==> config.mk <==
export PLATFORM = sky130hd
export DESIGN_NAME = wbc_vic
export DESIGN_NICKNAME = d
export VERILOG_FILES = /design/src/rtl/wbc_vic_pkg.sv /design/src/rtl/vic_penc.sv /design/src/rtl/wbc_vic.sv
export SDC_FILE = /design/constraint.sdc
export NUM_CORES = 1
export LEC_CHECK = 0
export ABC_AREA = 1
export BUFFER_PORTS_ARGS = -buffer_cell sky130_fd_sc_hd__buf_2
export CORE_MARGIN = 4
export CORE_UTILIZATION = 40
export DETAILED_ROUTE_END_ITERATION = 16
export GPL_ROUTABILITY_DRIVEN = 1
export PLACE_DENSITY = 0.72
export SETUP_SLACK_MARGIN = 0.4
export SLEW_MARGIN = 20
export SYNTH_ARGS = -nofsm -noshare
export SYNTH_HDL_FRONTEND = slang
export SYNTH_SLANG_ARGS = --single-unit
==> constraint.sdc <==
create_clock -name wb_clk_i -period 0.9 [get_ports wb_clk_i]
set_input_delay 0.09 -clock wb_clk_i [delete_from_list [all_inputs] [get_ports wb_clk_i]]
set_output_delay 0.09 -clock wb_clk_i [all_outputs]
set_load 0.005 [all_outputs]
==> src/rtl/wbc_vic_pkg.sv <==
// Shared encodings and default vectors for the vectored interrupt controller.
package wbc_vic_pkg;

  localparam int VIC_MAXN = 16;

  localparam logic [1:0] IDLE = 2'd0;
  localparam logic [1:0] ACK  = 2'd1;
  localparam logic [1:0] WAIT = 2'd2;

  typedef enum logic [1:0] {
    ST_IDLE = IDLE,
    ST_ACK  = ACK,
    ST_WAIT = WAIT
  } vic_state_e;

  localparam logic [15:0] VEC_DL_RX = 16'o060;
  localparam logic [15:0] VEC_DL_TX = 16'o064;

endpackage

==> src/rtl/vic_penc.sv <==
// Lowest-index-wins priority encoder over the interrupt requests.
module vic_penc
  import wbc_vic_pkg::*;
#(
  parameter int N = 4
) (
  input  logic [N-1:0] req_i,
  output logic [3:0]   idx_o,
  output logic         any_o
);

  always_comb begin
    idx_o = '0;
    any_o = 1'b0;
    // Scan high to low so the last hit (lowest index) is the one kept.
    for (int i = N - 1; i >= 0; i--) begin
      if (req_i[i]) begin
        idx_o = 4'(i);
        any_o = 1'b1;
      end
    end
  end

endmodule

==> src/rtl/wbc_vic.sv <==
// Vectored interrupt controller: one CPU request line, vector fetch over a
// dedicated Wishbone read select, one-cycle iack to the winning source.
module wbc_vic
  import wbc_vic_pkg::*;
#(
  parameter int            N    = 4,
  parameter logic [N*16-1:0] IVEC = {VEC_DL_TX, VEC_DL_RX, VEC_DL_TX, VEC_DL_RX},
  parameter logic [15:0]   SPUR = 16'o000000
) (
  input  logic         wb_clk_i,
  input  logic         wb_rst_i,
  input  logic         wb_cyc_i,
  input  logic         wb_stb_i,
  output logic         wb_ack_o,
  output logic [15:0]  wb_dat_o,
  input  logic         vic_ena_i,
  output logic         vic_irq_o,
  input  logic [N-1:0] ireq_i,
  output logic [N-1:0] iack_o
);

  vic_state_e  state_q, state_d;
  logic [3:0]  sel_q, sel_d;
  logic        spur_q, spur_d;
  logic        ack_q, ack_d;
  logic        irq_q, irq_d;
  logic [15:0] dat_q, dat_d;
  logic [N-1:0] mask_q, mask_d;
  logic [N-1:0] iack_q, iack_d;

  logic [N-1:0] req_eff;
  logic [N-1:0] win_oh;
  logic [3:0]   win_idx;
  logic         win_any;
  logic [15:0]  win_vec;

  // The acknowledged source is hidden while its level is still falling.
  assign req_eff = ireq_i & ~mask_q;

  vic_penc #(.N(N)) u_penc (
    .req_i (req_eff),
    .idx_o (win_idx),
    .any_o (win_any)
  );

  always_comb begin
    win_oh  = '0;
    win_vec = '0;
    for (int k = 0; k < N; k++) begin
      if (win_idx == 4'(k)) begin
        win_oh[k] = 1'b1;
        win_vec   = IVEC[16*k +: 16];
      end
    end
  end

  always_comb begin
    state_d = state_q;
    sel_d   = sel_q;
    spur_d  = spur_q;
    dat_d   = dat_q;
    ack_d   = 1'b0;
    iack_d  = '0;
    mask_d  = '0;
    irq_d   = vic_ena_i & (|req_eff);
    case (state_q)
      ST_IDLE: begin
        if (wb_cyc_i && wb_stb_i && !ack_q) begin
          state_d = ST_ACK;
          ack_d   = 1'b1;
          if (win_any) begin
            sel_d  = win_idx;
            dat_d  = win_vec;
            spur_d = 1'b0;
            iack_d = win_oh;
            mask_d = win_oh;
          end else begin
            dat_d  = SPUR;
            spur_d = 1'b1;
          end
        end
      end
      ST_ACK: begin
        // Mask stays up through the first WAIT cycle, then drops.
        state_d = ST_WAIT;
        mask_d  = mask_q;
      end
      ST_WAIT: begin
        if (!wb_stb_i) state_d = ST_IDLE;
      end
      default: state_d = ST_IDLE;
    endcase
  end

  always_ff @(posedge wb_clk_i or posedge wb_rst_i) begin
    if (wb_rst_i) begin
      state_q <= ST_IDLE;
      sel_q   <= '0;
      spur_q  <= 1'b0;
      ack_q   <= 1'b0;
      irq_q   <= 1'b0;
      dat_q   <= '0;
      mask_q  <= '0;
      iack_q  <= '0;
    end else begin
      state_q <= state_d;
      sel_q   <= sel_d;
      spur_q  <= spur_d;
      ack_q   <= ack_d;
      irq_q   <= irq_d;
      dat_q   <= dat_d;
      mask_q  <= mask_d;
      iack_q  <= iack_d;
    end
  end

  assign wb_ack_o  = ack_q;
  assign wb_dat_o  = dat_q;
  assign vic_irq_o = irq_q;
  assign iack_o    = iack_q;

endmodule

# [After elaboration in Yosys (flattened, before gate mapping)]
# Index checks and enable logic that the tools add are counted.
[classes] eq_ne=7 n_mux=26 bitwise_logic=3 reduce_logical=8
[ops] cell="16-bit 2-to-1 mux" count=4
[ops] cell="2-bit 2-to-1 mux" count=6
[ops] cell="4-bit 2-to-1 mux" count=3
[ops] cell="1-bit 2-to-1 mux" count=10
[ops] cell="4-bit by 2-bit equality test with 1-bit output (second input constant)" count=2
[ops] cell="4-bit case mux with 2 select lines" count=1
[ops] cell="6-bit 2-to-1 mux" count=1
[ops] cell="2-bit case mux with 3 select lines" count=1
[ops] cell="4-bit bitwise AND" count=1
[ops] cell="4-bit by 1-bit equality test with 1-bit output (second input constant)" count=1
[ops] cell="4-bit zero test" count=1
[ops] cell="2-bit != test (second input constant)" count=2
[ops] cell="4-bit inverter" count=1
[ops] cell="2-bit AND reduction" count=2
[ops] cell="4-bit OR reduction" count=1
[ops] cell="2-bit by 1-bit equality test with 1-bit output (second input constant)" count=1
[ops] cell="2-bit equality test (second input constant)" count=1
[ops] cell="1-bit logical AND" count=2
[ops] cell="2-bit zero test" count=1
[ops] cell="1-bit bitwise AND" count=1
[ops] cell="1-bit zero test" count=1
[totals] regBits=28 in_bits=9 output_inout_bits=22 elab_cells=50

# [Depth between registers and ports, before layout]
# Gate-level depths: netlist of the first run.
[logic_depth] depth_word=12 ltp_mapped=6 ltp_nobuf=6

# [Modules after synthesis]
# A second synthesis of the first run with hierarchy kept.
[hier_totals] hier_cells=101 hier_area_um2=778.2
[modules_own_cells] mod="wbc_vic" instances=1 cells_each=90 area_per_inst_um2=723.2 seq_area_each_um2=350.3
[modules_own_cells] mod="vic_penc" instances=1 cells_each=11 area_per_inst_um2=55.1 seq_area_each_um2=0.0

# [Least setup slack after synthesis of the first run]
# Ideal clock, no wire load.
[synth_timing] path_kind="register to register" startpoint="register ack_q (netlist: wb_ack_o)" endpoint="register mask_q[1]" setup_time_ns=0.065 t_arrival_ns=0.830 required_time_ns=0.835 path_slack_ns=0.005 stages_incl_launch_ff=6 path_buffers=0 synth_period_minus_slack_ns=0.895 cell_sequence="dfrtp_1 -> nor2_4 -> nand2_4 -> nor2_4 -> nand3_2 -> nand2_1"
[synth_via] elab_chain_cells=4
[synth_lines] element="start, declared" line="wbc_vic.sv:25" rtl="logic ack_q, ack_d;"
[synth_lines] element="start signal, assigned" line="wbc_vic.sv:109" rtl="ack_q <= ack_d;"
[synth_lines] element="1-bit zero test" line="wbc_vic.sv:68" rtl="if (wb_cyc_i && wb_stb_i && !ack_q) begin"
[synth_lines] element="1-bit logical AND" line="wbc_vic.sv:68"
[synth_lines] element="4-bit 2-to-1 mux" line="wbc_vic.sv:68"
[synth_lines] element="4-bit case mux with 2 select lines" line="wbc_vic.sv:66" rtl="case (state_q)"
[synth_lines] element="end signal, assigned" line="wbc_vic.sv:112" rtl="mask_q <= mask_d;"
[synth_lines] element="end, declared" line="wbc_vic.sv:28" rtl="logic [N-1:0] mask_q, mask_d;"
# Every way passes these cells.
# A chain may end at the register's enable or synchronous reset.

# [Worst setup path after layout of the first run]
[layout_timing] startpoint="register state_q[0]" endpoint="register mask_q[1]"
[layout_via] elab_chain_cells=2 word_cells_on_any_way=3 classes_between="1 x eq/ne; 1 x mux; 1 x reduce/logical"
[layout_lines] element="start, declared" line="wbc_vic.sv:22" rtl="vic_state_e state_q, state_d;"
[layout_lines] element="start signal, assigned" line="wbc_vic.sv:106" rtl="state_q <= state_d;"
[layout_lines] element="2-bit by 1-bit equality test with 1-bit output or 2-bit zero test (tied branches)"
[layout_lines] element="4-bit case mux with 2 select lines" line="wbc_vic.sv:66"
# Parallel ways exist; a longest one is shown, timed or not.

==> results of run 1 <==
-- through the flow --
step	std cells	util (%)	power, uW	TNS, ps
floorplan	89	-	950	0
global placement	112	49.1	979	-63.5
detailed placement	112	49.1	990	-124
CTS	119	54.0	1470	-265
global route	125	58.7	1580	-1160
finish	125	58.7	1500	-513
-- power groups by stage --
stage	Clock (uW)	Combinational, uW	Sequential, uW
6_report	453	322	722
5_1_grt	497	359	729
4_1_cts	471	279	721
3_5_place_dp	0	258	732
3_3_place_gp	0	250	729
2_1_floorplan	0	213	737
-- state kept, by name, indices dropped and copies added, names as in the netlist --
register / cells
mask_q: 4
iack_o: 4
vic_irq_o: 1
state_q: 2
wb_dat_o: 2
wb_ack_o: 1
-- layer usage --
layer | GRT usage (%) | wire length, microns | vias up | share of wire [%]
li1 | - | - | 266 | -
met1 | 14.1 | 545 | 238 | 38
met2 | 18.7 | 721 | 26 | 50
met3 | 0.904 | 112 | 6 | 7.8
met4 | 8.29 | 60 | 0 | 4.2
met5 | 0 | 0 | - | 0
-- kinds of logic (layout without fill, tap and decap cells) --
group           after synthesis  count (layout)  synth area share, %
simple gates                 31              31                 23.8
buf+inv                      27              47                 22.2
flops                        14              14                 50.5
compound gates                4               4                 3.06
other cells                   1              13                0.540
-- layout make-up --
class	count	area, sq um	area share (%)
timing repair buffer	30	183	19.7
multi-input combinational	48	288	31.1
clock buffer	4	36.3	3.92
inverter	13	48.8	5.27
sequential	14	350	37.8
tap	16	20.0	2.16
-- cell usage in the layout (no fill, tap or decap), drive strengths merged --
cell type and count:
o21ai 3, nand3 2, nor2 10, nand4 1
o22ai 1, inv 13, dfrtp 14, nand2 18
clkbuf 4, buf 30, conb 13
-- final timing paths --
| check | slack [ps] | end | from | depth (start not counted) |
|---|---|---|---|---|
| setup / recovery | -90 | mask_q[1]$_DFFE_PP0P_ | state_q[0]$_DFFE_PP0P_ | 5 |
| hold / removal | -210 | vic_irq_o$_DFF_PP0_ | wb_rst_i | 3 |
| setup reg to reg | -90 | mask_q[1]$_DFFE_PP0P_ | state_q[0]$_DFFE_PP0P_ | 5 |
| hold reg to reg | 490 | wb_dat_o[2]$_DFFE_PP0P_ | wb_dat_o[2]$_DFFE_PP0P_ | 2 |
| max in group asynchronous | 950 | mask_q[2]$_DFFE_PP0P_ | wb_rst_i | 3 |
| min in group wb_clk_i | 10 | vic_irq_o$_DFF_PP0_ | vic_ena_i | 3 |
-- critical path, delay by kind of cell, from the launching register on --
family / cells / cell delay, ps
AND/OR/NAND/NOR: 5 / 490
flip-flops: 1 / 440
-- repair_timing --
| action | in CTS | in global routing |
|---|---|---|
| cloned | 0 | 0 |
| setup endpoints to repair | 23 | 23 |
| resized for setup | 6 | 9 |
| pin swaps | 2 | 8 |
| endpoints found under the hold margin | 14 | 14 |
| setup buffers | 3 | 6 |
==> impl_metrics.toml, run 1 <==
[status]
status = "complete, but fails checks"
failed_checks = "hold timing, setup timing"

[drt]
vias = 536
wl_per_cell_microns = 11.5
vias_per_cell = 4.29
dr.first_iter.drc_count = 12
drt-total-wl_microns = 1440
first_pass_iters = 4
drcViolationCount = 0
postRouteAntennaNets = 0

[die]
initial_core_util_pct = 44.0
io_pins = 31
core.rowCount = 14
die_area_sq_um = 2470
core-area_sq_um = 1580
fp.dieW_microns = 49.7
die_h_microns = 49.7

[finish]
area_delta_synth_final_pct = 33.3
antenna_cells = 0
fill_cells = 131
nets = 119
finish.instance_area_sq_um = 926
layout-drive-gt1-share_pct = 48.6

[setup_path]
critPathRequiredTime_ps = 1120
arrival_ps = 1210
crit_top_cell = "nor2_4"
crit_chain = "nor2_4, nand2_4, nor2_4, nand3_2, nand2_1"
start_kind = "flop"
path_class = "reg2reg"
endpoint_kind = "flop"
cp_max_fo = 8
cp_slowest_cell = "dfrtp_1"
critPathMaxStageDelay_ps = 440

[placed_design]
post-dp-hpwl_microns = 935
dpl_worst_slack_ps = -53.5
numPortBuffers = 17
place.gp.congestion = 0.768
post_dp_cell_area_sq_um = 774

[clock_tree]
cts_sinks = 14
cts_tree = "yes"
clockBufferDepth = 2
clk_latency_ps = 280
cts_buffers = 3
htree_num_levels = 1
root_buffer = "clkbuf_4"
clkTransAtPathRegs_ps = 80

[power_and_ir_drop]
power.leakage_uw = 0.000552
swShare_pct = 28.3
clockPowerShare_pct = 30.3
ir_drop_v = 0.000951
power_frac_seq_pct = 48.2
power_switching_uw = 423
intPower_uw = 1070
power_per_cell_area_nw_per_um2 = 1620
pwr-share-comb_pct = 21.5

[logic_synthesis]
synth.most_common_cell = "nand2_1"
ys_warn_count = 0
synth-seq-cells = 14
yosysSeqAreaShare_pct = 50.5
synth_top_area_share_pct = 50.5
synth_edf_count = 0
synth-main-ff-cell = "dfrtp_1"
syn_avg_cell_area_sq_um = 9.02
syn_area_sq_um = 694
synth_cell_types = 14
synthCells = 77
async_flop_share_pct = 100
synth.area.top_cells = "dfrtp_1 (50%), buf_4 (15%), nand2_1 (8.6%), inv_1 (7.0%), nor2_4 (4.9%)"
ys_top_cells_by_count = "nand2_1 (16), buf_4 (14), dfrtp_1 (14)"
yosysTopAreaCell = "dfrtp_1"

[timing]
post-route-period-util_pct = 110
report.final.slew_viol_count = 0
skew_ps = 0.580
max_freq_mhz = 1010
grt_setup_unrepaired = "yes"
worst_hold_slack_ps = -212
setup_ws_ps = -85.9
final-hold-violation-count = 14
finalSetupViolations = 11
fin_crit_ps = 986

[hold_path]
hold_class = "in2async"

[flow_run]
max-cap-violations = 0

[grt]
grt_pass1_wl_microns = 2140
first_global_vias = 488
antenna_found_initial = 0
grt_start_max_net_pins = 15
grt_usage_pct = 11.5
grt_remaining_overflow = 0
(Power assumes the default switching activity.)
==> inputs of run 2 (changes only) <==
--- a/config.mk
+++ b/config.mk
@@ -8,12 +8,13 @@
 export ABC_AREA = 1
 export BUFFER_PORTS_ARGS = -buffer_cell sky130_fd_sc_hd__buf_2
 export CORE_MARGIN = 4
-export CORE_UTILIZATION = 40
+export CORE_UTILIZATION = 42
 export DETAILED_ROUTE_END_ITERATION = 16
 export GPL_ROUTABILITY_DRIVEN = 1
-export PLACE_DENSITY = 0.72
+export PLACE_DENSITY = 0.74
 export SETUP_SLACK_MARGIN = 0.4
 export SLEW_MARGIN = 20
 export SYNTH_ARGS = -nofsm -noshare
 export SYNTH_HDL_FRONTEND = slang
+export SYNTH_HIERARCHICAL = 1
 export SYNTH_SLANG_ARGS = --single-unit
==> constraint.sdc (replaced) <==
create_clock -name wb_clk_i -period 0.9 [get_ports wb_clk_i]
set_input_delay 0.135 -clock wb_clk_i [delete_from_list [all_inputs] [get_ports wb_clk_i]]
set_output_delay 0.135 -clock wb_clk_i [all_outputs]
set_load 0.005 [all_outputs]
==> run 2 against run 1 <==
Against the previous run:
- the run still ends with hold timing, setup timing left
- cell count is 30% higher
- first-iteration DRC count shrank 25%
- clock skew up 4.0 ps
- non-clock buffer count increased by 5
- register-to-register slack worse by 300 ps
- setup slack worse by 300 ps
- die area increased by 5.6%
- total power grew 20%
- fmax down 24%
- clock power is 3% lower
- sequential cell count stayed put
- count of clock-buffer cells in the layout is the same
- critical endpoint unchanged
==> impl_metrics.toml, run 2 <==
[finish]
layout_common_cells = "nand2_1 (18), buf_2 (16), conb_1 (15)"
nets = 147
fill_cells = 158
antenna_cells = 0
fin_util_pct = 64.5
final_common_cell = "nand2_1"
layout-drive-gt1-share_pct = 51.8
final-seq-area_sq_um = 350
area_delta_synth_final_pct = 44.7
multi_input_area_sq_um = 382

[die]
fp.dieW_microns = 51.0
initial_core_util_pct = 44.6
core-area_sq_um = 1750
io_pins = 31
core.rowCount = 15
die_area_sq_um = 2610
die_h_microns = 51.0

[logic_synthesis]
synthCells = 101
synth_edf_count = 0
synth-seq-cells = 14
async_flop_share_pct = 100
yosysTopAreaCell = "dfrtp_1"
synth.area.top_cells = "dfrtp_1 (45%), buf_4 (15%), nand2_1 (11%), inv_1 (8.7%), nor2_1 (5.8%)"
synth_top_area_share_pct = 45.0
synth_cell_types = 17
ys_warn_count = 6
ys_top_cells_by_count = "nand2_1 (23), inv_1 (18), buf_4 (16)"
synth-main-ff-cell = "dfrtp_1"
yosysSeqAreaShare_pct = 45.0
syn_avg_cell_area_sq_um = 7.71
syn_area_sq_um = 778
synth.most_common_cell = "nand2_1"

[clock_tree]
cts_sinks = 14
clk_latency_ps = 270
clockBufferDepth = 2
root_buffer = "clkbuf_4"
cts_buffers = 3
cts_tree = "yes"
clkTransAtPathRegs_ps = 80
htree_num_levels = 1

[grt]
first_global_vias = 690
grt_start_max_net_pins = 15
grt_usage_pct = 14.0
antenna_found_initial = 0
grt_pass1_wl_microns = 2720
grt_remaining_overflow = 0

[setup_path]
crit_chain = "inv_2, nand2_2, inv_2, nand2_2, a21oi_4, nand2_1, nor2_1, nand4_1, nand2_1"
critPathMaxStageDelay_ps = 390
arrival_ps = 1510
critPathRequiredTime_ps = 1120
start_kind = "flop"
path_class = "reg2reg"
endpoint_kind = "flop"
cp_slowest_cell = "dfrtp_1"
cp_max_fo = 5

[status]
failed_checks = "hold timing, setup timing"
status = "complete, but fails checks"

[drt]
vias_per_cell = 4.27
drt-total-wl_microns = 1680
wl_per_cell_microns = 10.4
vias = 691
dr.first_iter.drc_count = 9
postRouteAntennaNets = 0
first_pass_iters = 4
drcViolationCount = 0

[power_and_ir_drop]
ir_drop_v = 0.00109
power_switching_uw = 550
clockPowerShare_pct = 24.6
total_power_uw = 1790
intPower_uw = 1240
pwr-share-comb_pct = 33.5
swShare_pct = 30.7
power.leakage_uw = 0.000641
power_per_cell_area_nw_per_um2 = 1590
power_frac_seq_pct = 41.9

[timing]
post-route-period-util_pct = 143
skew_ps = 4.62
worst_hold_slack_ps = -162
final-hold-violation-count = 14
setup_ws_ps = -389
finalSetupViolations = 16
finalSetupTns_ps = -3720
max_freq_mhz = 776
fin_crit_ps = 1290
report.final.slew_viol_count = 0
grt_setup_unrepaired = "yes"

[placed_design]
numPortBuffers = 17
dpl_worst_slack_ps = -405
place.gp.congestion = 0.842
post-dp-hpwl_microns = 1110

[hold_path]
hold_class = "in2async"

[flow_run]
max-cap-violations = 0
-- run 2: kinds of logic (layout without fill, tap and decap cells) --
kind of cell    after synthesis  after routing  synth area share, %
simple gates                 45             45                 25.4
compound gates                5              5                 4.02
other cells                   2             15                0.965
buf+inv                      35             58                 24.6
flops                        14             14                 45.0
-- run 2: path summary, 6_finish.rpt --
path | slack, ps | to | cells after the start | from
setup / recovery | -390 | mask_q[1]$_DFFE_PP0P_ | 9 | mask_q[3]$_DFFE_PP0P_
hold / removal | -160 | iack_o[0]$_DFF_PP0_ | 3 | wb_rst_i
setup reg to reg | -390 | mask_q[1]$_DFFE_PP0P_ | 9 | mask_q[3]$_DFFE_PP0P_
hold reg to reg | 490 | wb_dat_o[2]$_DFFE_PP0P_ | 2 | wb_dat_o[2]$_DFFE_PP0P_
max in group asynchronous | 890 | mask_q[2]$_DFFE_PP0P_ | 3 | wb_rst_i
min in group wb_clk_i | 70 | vic_irq_o$_DFF_PP0_ | 2 | vic_ena_i
-- run 2: stage by stage --
stage | instance area (sq um) | instances | hold slack [ps]
after detailed placement | 901 | 149 | 136
after CTS | 1060 | 160 | -165
after floorplan | 841 | 114 | 24.2
after global routing | 1130 | 162 | -154
final | 1130 | 162 | -162
after global placement | 901 | 149 | 136
-- run 2: final cells by class --
class	instances	area share, %
Multi-Input combinational cell	65	33.9
Sequential cell	14	31.1
Timing Repair Buffer	35	22.4
Inverter	19	6.56
Clock buffer	4	3.22
Tap cell	25	2.78
-- run 2: power groups by stage --
stage	sequential (uW)	clock [uW]	combinational, uW
final	752	441	600
after global routing	762	499	667
after CTS	740	456	519
after detailed placement	757	0	406
after global placement	754	0	402
after floorplan	763	0	304
-- run 2: worst max-delay path: cells and delay by family, from the launching register on --
kind / cells / cell delay [ps]
flops: 1 / 390
buf+inv: 2 / 120
simple gates: 6 / 530
compound gates: 1 / 200
-- run 2: repair_timing --
item / CTS / global route
hold endpoints to repair: 14 / 14
endpoints found under the setup margin: 23 / 23
gates resized for setup: 20 / 18
buffers inserted: 7 / 2
pin swaps: 11 / 15
-- run 2: metal layers --
layer  vias up  global-route usage, %  share of wire [%]
met5         -                      0                  0
met4         0                   5.38                  0
met3         0                   3.79                7.7
met2        26                   25.1                 54
met1       326                   15.6                 38
li1        339                      -                  -
